`src/rtl/parity_pkg.sv`:
```
// Shared types for the parity frame accumulator.
//   state_t    : frame sequencing states (IDLE, ACCUM, DONE)
//   par_mode_t : parity sense latched per frame (even / odd)
package parity_pkg;

  typedef enum logic [1:0] {
    IDLE  = 2'd0,
    ACCUM = 2'd1,
    DONE  = 2'd2
  } state_t;

  typedef enum logic {
    PAR_EVEN = 1'b0,
    PAR_ODD  = 1'b1
  } par_mode_t;

endpackage

```
`src/rtl/parity_frame_acc_if.sv`:
```
// Stream interface for parity_frame_acc.
//   Input side : clear, mode, in_valid/in_ready, in_data
//   Output side: out_valid/out_ready, out_row_par, out_col_par, out_par, out_cnt
//   master : word source / result consumer
//   slave  : the accumulator
interface parity_frame_acc_if #(
  parameter int WIDTH     = 8,
  parameter int FRAME_LEN = 4
);
  localparam int CNT_W = $clog2(FRAME_LEN + 1);

  logic                 clear;
  logic                 mode;
  logic                 in_valid;
  logic                 in_ready;
  logic [WIDTH-1:0]     in_data;
  logic                 out_valid;
  logic                 out_ready;
  logic [FRAME_LEN-1:0] out_row_par;
  logic [WIDTH-1:0]     out_col_par;
  logic                 out_par;
  logic [CNT_W-1:0]     out_cnt;

  modport master (
    output clear, mode, in_valid, in_data, out_ready,
    input  in_ready, out_valid, out_row_par, out_col_par, out_par, out_cnt
  );

  modport slave (
    input  clear, mode, in_valid, in_data, out_ready,
    output in_ready, out_valid, out_row_par, out_col_par, out_par, out_cnt
  );
endinterface

```
`src/rtl/parity_tree.sv`:
```
// Combinational reduction-XOR parity of a WIDTH-bit vector, optionally
// inverted (the generalised XOR3 cell).
//   data   : bits to reduce
//   invert : 1 flips the result (odd parity)
//   par    : ^data ^ invert
module parity_tree #(
  parameter int WIDTH = 3
) (
  input  logic [WIDTH-1:0] data,
  input  logic             invert,
  output logic             par
);
  // Linear chain seeded with the invert bit; synthesis rebalances it.
  logic [WIDTH:0] chain;

  assign chain[0] = invert;

  for (genvar gi = 0; gi < WIDTH; gi++) begin : g_xor
    assign chain[gi+1] = chain[gi] ^ data[gi];
  end

  assign par = chain[WIDTH];
endmodule

```
`src/rtl/parity_frame_acc.sv`:
```
// Groups WIDTH-bit words into frames of FRAME_LEN and produces per-word
// (row) parity, bitwise column parity and overall frame parity, even or odd.
//   clk, rst : clock, asynchronous active-high reset
//   bus      : parity_frame_acc_if slave (input stream, held result output)
module parity_frame_acc
  import parity_pkg::*;
#(
  parameter int WIDTH     = 8,
  parameter int FRAME_LEN = 4
) (
  input  logic              clk,
  input  logic              rst,
  parity_frame_acc_if.slave bus
);
  localparam int CNT_W = $clog2(FRAME_LEN + 1);

  state_t               state_reg, state_next;
  logic [CNT_W-1:0]     cnt_reg;
  logic [FRAME_LEN-1:0] row_reg, row_next;
  logic [WIDTH-1:0]     col_reg;
  par_mode_t            mode_q_reg;

  logic mode_q_bit, mode_eff, word_par;
  logic accept, release_frame, last_word;

  assign mode_q_bit    = (mode_q_reg == PAR_ODD);
  // The first word of a frame uses the live mode input; later words use the latch.
  assign mode_eff      = (state_reg == IDLE) ? bus.mode : mode_q_bit;
  // clear wins over both handshakes.
  assign accept        = bus.in_valid && bus.in_ready && !bus.clear;
  assign release_frame = bus.out_valid && bus.out_ready && !bus.clear;
  assign last_word     = (cnt_reg == CNT_W'(FRAME_LEN - 1));

  parity_tree #(.WIDTH(WIDTH)) u_word_par (
    .data   (bus.in_data),
    .invert (mode_eff),
    .par    (word_par)
  );

  // Column accumulator is kept un-inverted; odd mode is applied here once.
  parity_tree #(.WIDTH(WIDTH)) u_frame_par (
    .data   (col_reg),
    .invert (mode_q_bit),
    .par    (bus.out_par)
  );

  // Only the row slot addressed by the word counter takes the new parity bit.
  for (genvar gi = 0; gi < FRAME_LEN; gi++) begin : g_row
    assign row_next[gi] = (cnt_reg == CNT_W'(gi)) ? word_par : row_reg[gi];
  end

  // State register
  always_ff @(posedge clk or posedge rst) begin
    if (rst) begin
      state_reg <= IDLE;
    end else begin
      state_reg <= state_next;
    end
  end

  // Next-state logic
  always_comb begin
    state_next = state_reg;
    if (bus.clear) begin
      state_next = IDLE;
    end else begin
      case (state_reg)
        IDLE:    if (accept) state_next = (FRAME_LEN == 1) ? DONE : ACCUM;
        ACCUM:   if (accept && last_word) state_next = DONE;
        DONE:    if (release_frame) state_next = IDLE;
        default: state_next = IDLE;
      endcase
    end
  end

  // Output decode
  always_comb begin
    bus.in_ready  = (state_reg != DONE);
    bus.out_valid = (state_reg == DONE);
  end

  // Accumulators
  always_ff @(posedge clk or posedge rst) begin
    if (rst) begin
      cnt_reg    <= '0;
      row_reg    <= '0;
      col_reg    <= '0;
      mode_q_reg <= PAR_EVEN;
    end else if (bus.clear || release_frame) begin
      cnt_reg    <= '0;
      row_reg    <= '0;
      col_reg    <= '0;
      mode_q_reg <= PAR_EVEN;
    end else if (accept) begin
      cnt_reg <= cnt_reg + CNT_W'(1);
      row_reg <= row_next;
      col_reg <= col_reg ^ bus.in_data;
      if (state_reg == IDLE) begin
        mode_q_reg <= par_mode_t'(bus.mode);
      end
    end
  end

  assign bus.out_row_par = row_reg;
  assign bus.out_col_par = col_reg ^ {WIDTH{mode_q_bit}};
  assign bus.out_cnt     = cnt_reg;

endmodule
```
`src/flat_wrapper.sv`:
```
// flat-port wrapper written by rule: the top's interface ports become plain ports
module parity_frame_acc_flat import parity_pkg::*;
#(
  parameter int WIDTH     = 8,
  parameter int FRAME_LEN = 4
)
  (clk, rst, bus_clear, bus_mode, bus_in_valid, bus_in_data, bus_out_ready, bus_in_ready, bus_out_valid, bus_out_row_par, bus_out_col_par, bus_out_par, bus_out_cnt);
  parity_frame_acc_if #(.WIDTH(WIDTH), .FRAME_LEN(FRAME_LEN)) bus_i ();
  input  logic clk;
  input  logic rst;
  input wire logic [$bits(bus_i.clear)-1:0] bus_clear;
  input wire logic [$bits(bus_i.mode)-1:0] bus_mode;
  input wire logic [$bits(bus_i.in_valid)-1:0] bus_in_valid;
  input wire logic [$bits(bus_i.in_data)-1:0] bus_in_data;
  input wire logic [$bits(bus_i.out_ready)-1:0] bus_out_ready;
  output wire logic [$bits(bus_i.in_ready)-1:0] bus_in_ready;
  output wire logic [$bits(bus_i.out_valid)-1:0] bus_out_valid;
  output wire logic [$bits(bus_i.out_row_par)-1:0] bus_out_row_par;
  output wire logic [$bits(bus_i.out_col_par)-1:0] bus_out_col_par;
  output wire logic [$bits(bus_i.out_par)-1:0] bus_out_par;
  output wire logic [$bits(bus_i.out_cnt)-1:0] bus_out_cnt;
  assign bus_i.clear = bus_clear;
  assign bus_i.mode = bus_mode;
  assign bus_i.in_valid = bus_in_valid;
  assign bus_i.in_data = bus_in_data;
  assign bus_i.out_ready = bus_out_ready;
  assign bus_in_ready = bus_i.in_ready;
  assign bus_out_valid = bus_i.out_valid;
  assign bus_out_row_par = bus_i.out_row_par;
  assign bus_out_col_par = bus_i.out_col_par;
  assign bus_out_par = bus_i.out_par;
  assign bus_out_cnt = bus_i.out_cnt;
  parity_frame_acc #(.WIDTH(WIDTH), .FRAME_LEN(FRAME_LEN)) u_core (.clk(clk), .rst(rst), .bus(bus_i));
endmodule
```
`config.mk`:
```
export PLATFORM = sky130hd
export DESIGN_NAME = parity_frame_acc_flat
export DESIGN_NICKNAME = d
export VERILOG_FILES = /design/src/rtl/parity_pkg.sv /design/src/rtl/parity_frame_acc_if.sv /design/src/rtl/parity_tree.sv /design/src/rtl/parity_frame_acc.sv /design/src/flat_wrapper.sv
export SDC_FILE = /design/constraint.sdc
export NUM_CORES = 1
export LEC_CHECK = 0
export ABC_AREA = 1
export BUFFER_PORTS_ARGS = -buffer_cell sky130_fd_sc_hd__buf_2
export CAP_MARGIN = 40
export CORE_ASPECT_RATIO = 0.6
export CORE_MARGIN = 5
export CORE_UTILIZATION = 48
export DETAILED_ROUTE_END_ITERATION = 12
export GPL_TIMING_DRIVEN = 0
export PLACE_DENSITY = 0.75
export RECOVER_POWER = 25
export SETUP_SLACK_MARGIN = 0.3
export SKIP_LAST_GASP = 1
export SLEW_MARGIN = 20
export SYNTH_ARGS = -nofsm -noshare
export SYNTH_HDL_FRONTEND = slang
export SYNTH_HIERARCHICAL = 1
export SYNTH_SLANG_ARGS = --single-unit
```
`constraint.sdc`:
```
create_clock -name clk -period 1.65 [get_ports clk]
set_clock_uncertainty 0.2 [all_clocks]
set_input_delay 0.0825 -clock clk [delete_from_list [all_inputs] [get_ports clk]]
set_output_delay 0.0825 -clock clk [all_outputs]
set_load 0.01 [all_outputs]
```
==> results.sh <==
export IMPL_run_status="finished, violations left"
export IMPL_violations="negative setup slack"
export IMPL_worstPathRequired_ns=1.60
export IMPL_syn_num_nets=226
export IMPL_drive_gt1_share_pct=35.3
export IMPL_hold_violations=0
export IMPL_holdCritPathClass="primary input to register"
export IMPL_finalNetCount=295
export IMPL_finalWorstSetupSlack_ns=-0.209
export IMPL_setup_worst_path_class="register to register"
export IMPL_synth_edf_count=0
export IMPL_hold_depth=5
export IMPL_dieArea_um2=4170
export IMPL_area_growth_pct=52.7
export IMPL_dr_pass1_iters=4
export IMPL_rsz0062_at_grt="true"
export IMPL_worstSetupStartpointType="register"
export IMPL_cts_clk_slew_worst_paths_ns=0.07
export IMPL_p_per_area_nw_per_um2=1270
export IMPL_gp_congestion=0.860
export IMPL_clockBufferDepth=2
export IMPL_core_um2=2850
export IMPL_post_route_cell_area_um2=2160
export IMPL_first_iter_violations=81
export IMPL_arrival_ns=1.81
export IMPL_post_route_min_period_ns=1.86
export IMPL_peakVddDrop_mv=1.03
export IMPL_max_freq_mhz=538
export IMPL_vias=1538
export IMPL_tightest_slew_ns=0.837
export IMPL_synthesis_area_um2=1420
export IMPL_layout_commonest_cell="nand2_1"
export IMPL_final_util_pct=75.7
export IMPL_cts_sinks=18
export IMPL_rows=15
export IMPL_grt_pass1_vias=1314
export IMPL_clockRootBuffer="clkbuf_8"
export IMPL_io_pins=32
export IMPL_largest_reg_flops=8
export IMPL_synth_seq_cells=18
export IMPL_slew_viol_final=0
export IMPL_die_h_um=52.1
export IMPL_synth_cells=207
export IMPL_pre_cts_slack_ns=-0.166
export IMPL_track_usage_pct=19.2
export IMPL_die_w_um=80.1
export IMPL_routedWlPerCell_um=13.3
export IMPL_antenna_found_initial=0
export IMPL_yosys_warnings=6
export IMPL_syn_avg_cell_area_um2=6.84
export IMPL_drc=0
export IMPL_crit_fanout=4
export IMPL_synth_seq_area_share_pct=31.8
export IMPL_grt_pass1_wl_um=6060
export IMPL_cts_tree="built"
export IMPL_place_area_um2=1640
export IMPL_slew_limit_headroom_pct=43.9
export IMPL_async_flop_share_pct=100
export IMPL_htreeDepth=1
export IMPL_p_leak_nw=1.25
export IMPL_overflow=0
export IMPL_maxCapViolations=0
export IMPL_wl_um=4210
export IMPL_ys_types=20
export IMPL_io_buffers=31
export IMPL_cts_buffers=3
export IMPL_fillers=209
export IMPL_viasPerCell=4.85
export IMPL_setup_violations_final=6
export IMPL_start_util_pct=49.6
export IMPL_grt_start_max_net_pins=19
export IMPL_ant_nets=0
export IMPL_worstSkewPairLatency_ns=0.25
export IMPL_ff2ff_path_depth=12
export IMPL_period_share_pct=113
export IMPL_endpoint_kind="register"
export IMPL_dp_hpwl_um=2330
export IMPL_final_cell_mix="nand2_1 (66), buf_2 (29), inv_1 (29)"
export IMPL_synthFlopType="dfrtp_1"
export IMPL_antenna_cells=0
-- report_power, final --
group	switching (mW)	total (mW)	internal, mW
logic	0.886	1.67	0.783
clock network	0.152	0.364	0.212
registers	0.162	0.702	0.540
-- kinds of logic after synthesis --
logic type | after synthesis | synth area share [%]
xor+xnor | 18 | 13.8
buf+inv | 40 | 11.3
simple gates | 121 | 36.9
flops | 18 | 31.8
fa+ha+maj | 5 | 4.42
compound gates | 5 | 1.77
-- worst max-delay path, stage by stage (launching register included) --
cell	delay (ns)
dfrtp_2	0.45
nor2_4	0.13
nand2_2	0.08
nand2_4	0.09
nor2_1	0.06
nor2_1	0.09
nand2_1	0.09
nand3_1	0.13
nand2_1	0.08
nand2_1	0.08
nand2_2	0.11
nor2_1	0.12
nor2_1	0.04
-- final cells by class --
class / count / area (um2) / area share [%]
clock buffers: 4 / 55.1 / 2.55
repair inverters: 1 / 6.26 / 0.290
inverters: 38 / 164 / 7.59
plain buffers: 2 / 22.5 / 1.04
multi-input cells: 149 / 931 / 43.1
repair buffers: 63 / 475 / 22.0
well taps: 42 / 52.6 / 2.43
flip-flops and latches: 18 / 454 / 21.0
-- per-stage QoR --
step / cells / total power, mW / hold slack, ns / TNS (ns)
after global routing: 317 / 2.92 / 0.0825 / -1.60
after global placement: 280 / 1.68 / 0.0180 / -0.471
after floorplan: 207 / 1.39 / -0.179 / 0
final: 317 / 2.74 / 0.0396 / -0.917
after detailed placement: 280 / 1.70 / 0.0244 / -0.649
after CTS: 310 / 2.47 / 0.00396 / -0.323
-- metal layers --
metal / wire [um] / vias to the layer above / GRT usage [%]
met1: 1870 / 710 / 25.3
met4: 29 / 0 / 5.06
met5: 0 / - / 0
met3: 285 / 4 / 4.33
met2: 2020 / 62 / 31.9
li1: - / 762 / -
-- cells in the mapped netlist, drive strengths merged, types with 2 or more instances --
cell type | n | area (um2)
inv | 37 | 139
nand3 | 20 | 118
nor2 | 21 | 78.8
nand2 | 74 | 288
dfrtp | 18 | 450
ha | 5 | 62.6
o21ai | 5 | 25.0
buf | 2 | 16.3
nand4 | 4 | 25.0
xor2 | 18 | 195
-- final timing paths --
kind | slack, ns | start | to
worst max register to register | -0.21 | u_core/state_reg[0]$_DFFE_PP0P_ | u_core/bus.out_row_par[0]$_DFFE_PP0P_
max in group asynchronous | 0.50 | rst | u_core/state_reg[0]$_DFFE_PP0P_
worst max-delay path | -0.21 | u_core/state_reg[0]$_DFFE_PP0P_ | u_core/bus.out_row_par[0]$_DFFE_PP0P_
worst min register to register | 0.38 | u_core/col_reg[6]$_DFFE_PP0P_ | u_core/col_reg[6]$_DFFE_PP0P_
worst min-delay path | 0.04 | bus_out_ready | u_core/state_reg[0]$_DFFE_PP0P_
min in group asynchronous | 0.29 | rst | u_core/mode_q_bit$_DFFE_PP0P_
-- repair_timing --
action                     CTS  global route
setup endpoints to repair   29            30
hold endpoints to repair    31             0
hold buffers                10             0
resized for setup           35            19
setup buffers               14             6
gates cloned                 2             1
pin swaps                   11            16
No activity file was read; power rests on OpenSTA's default activity.
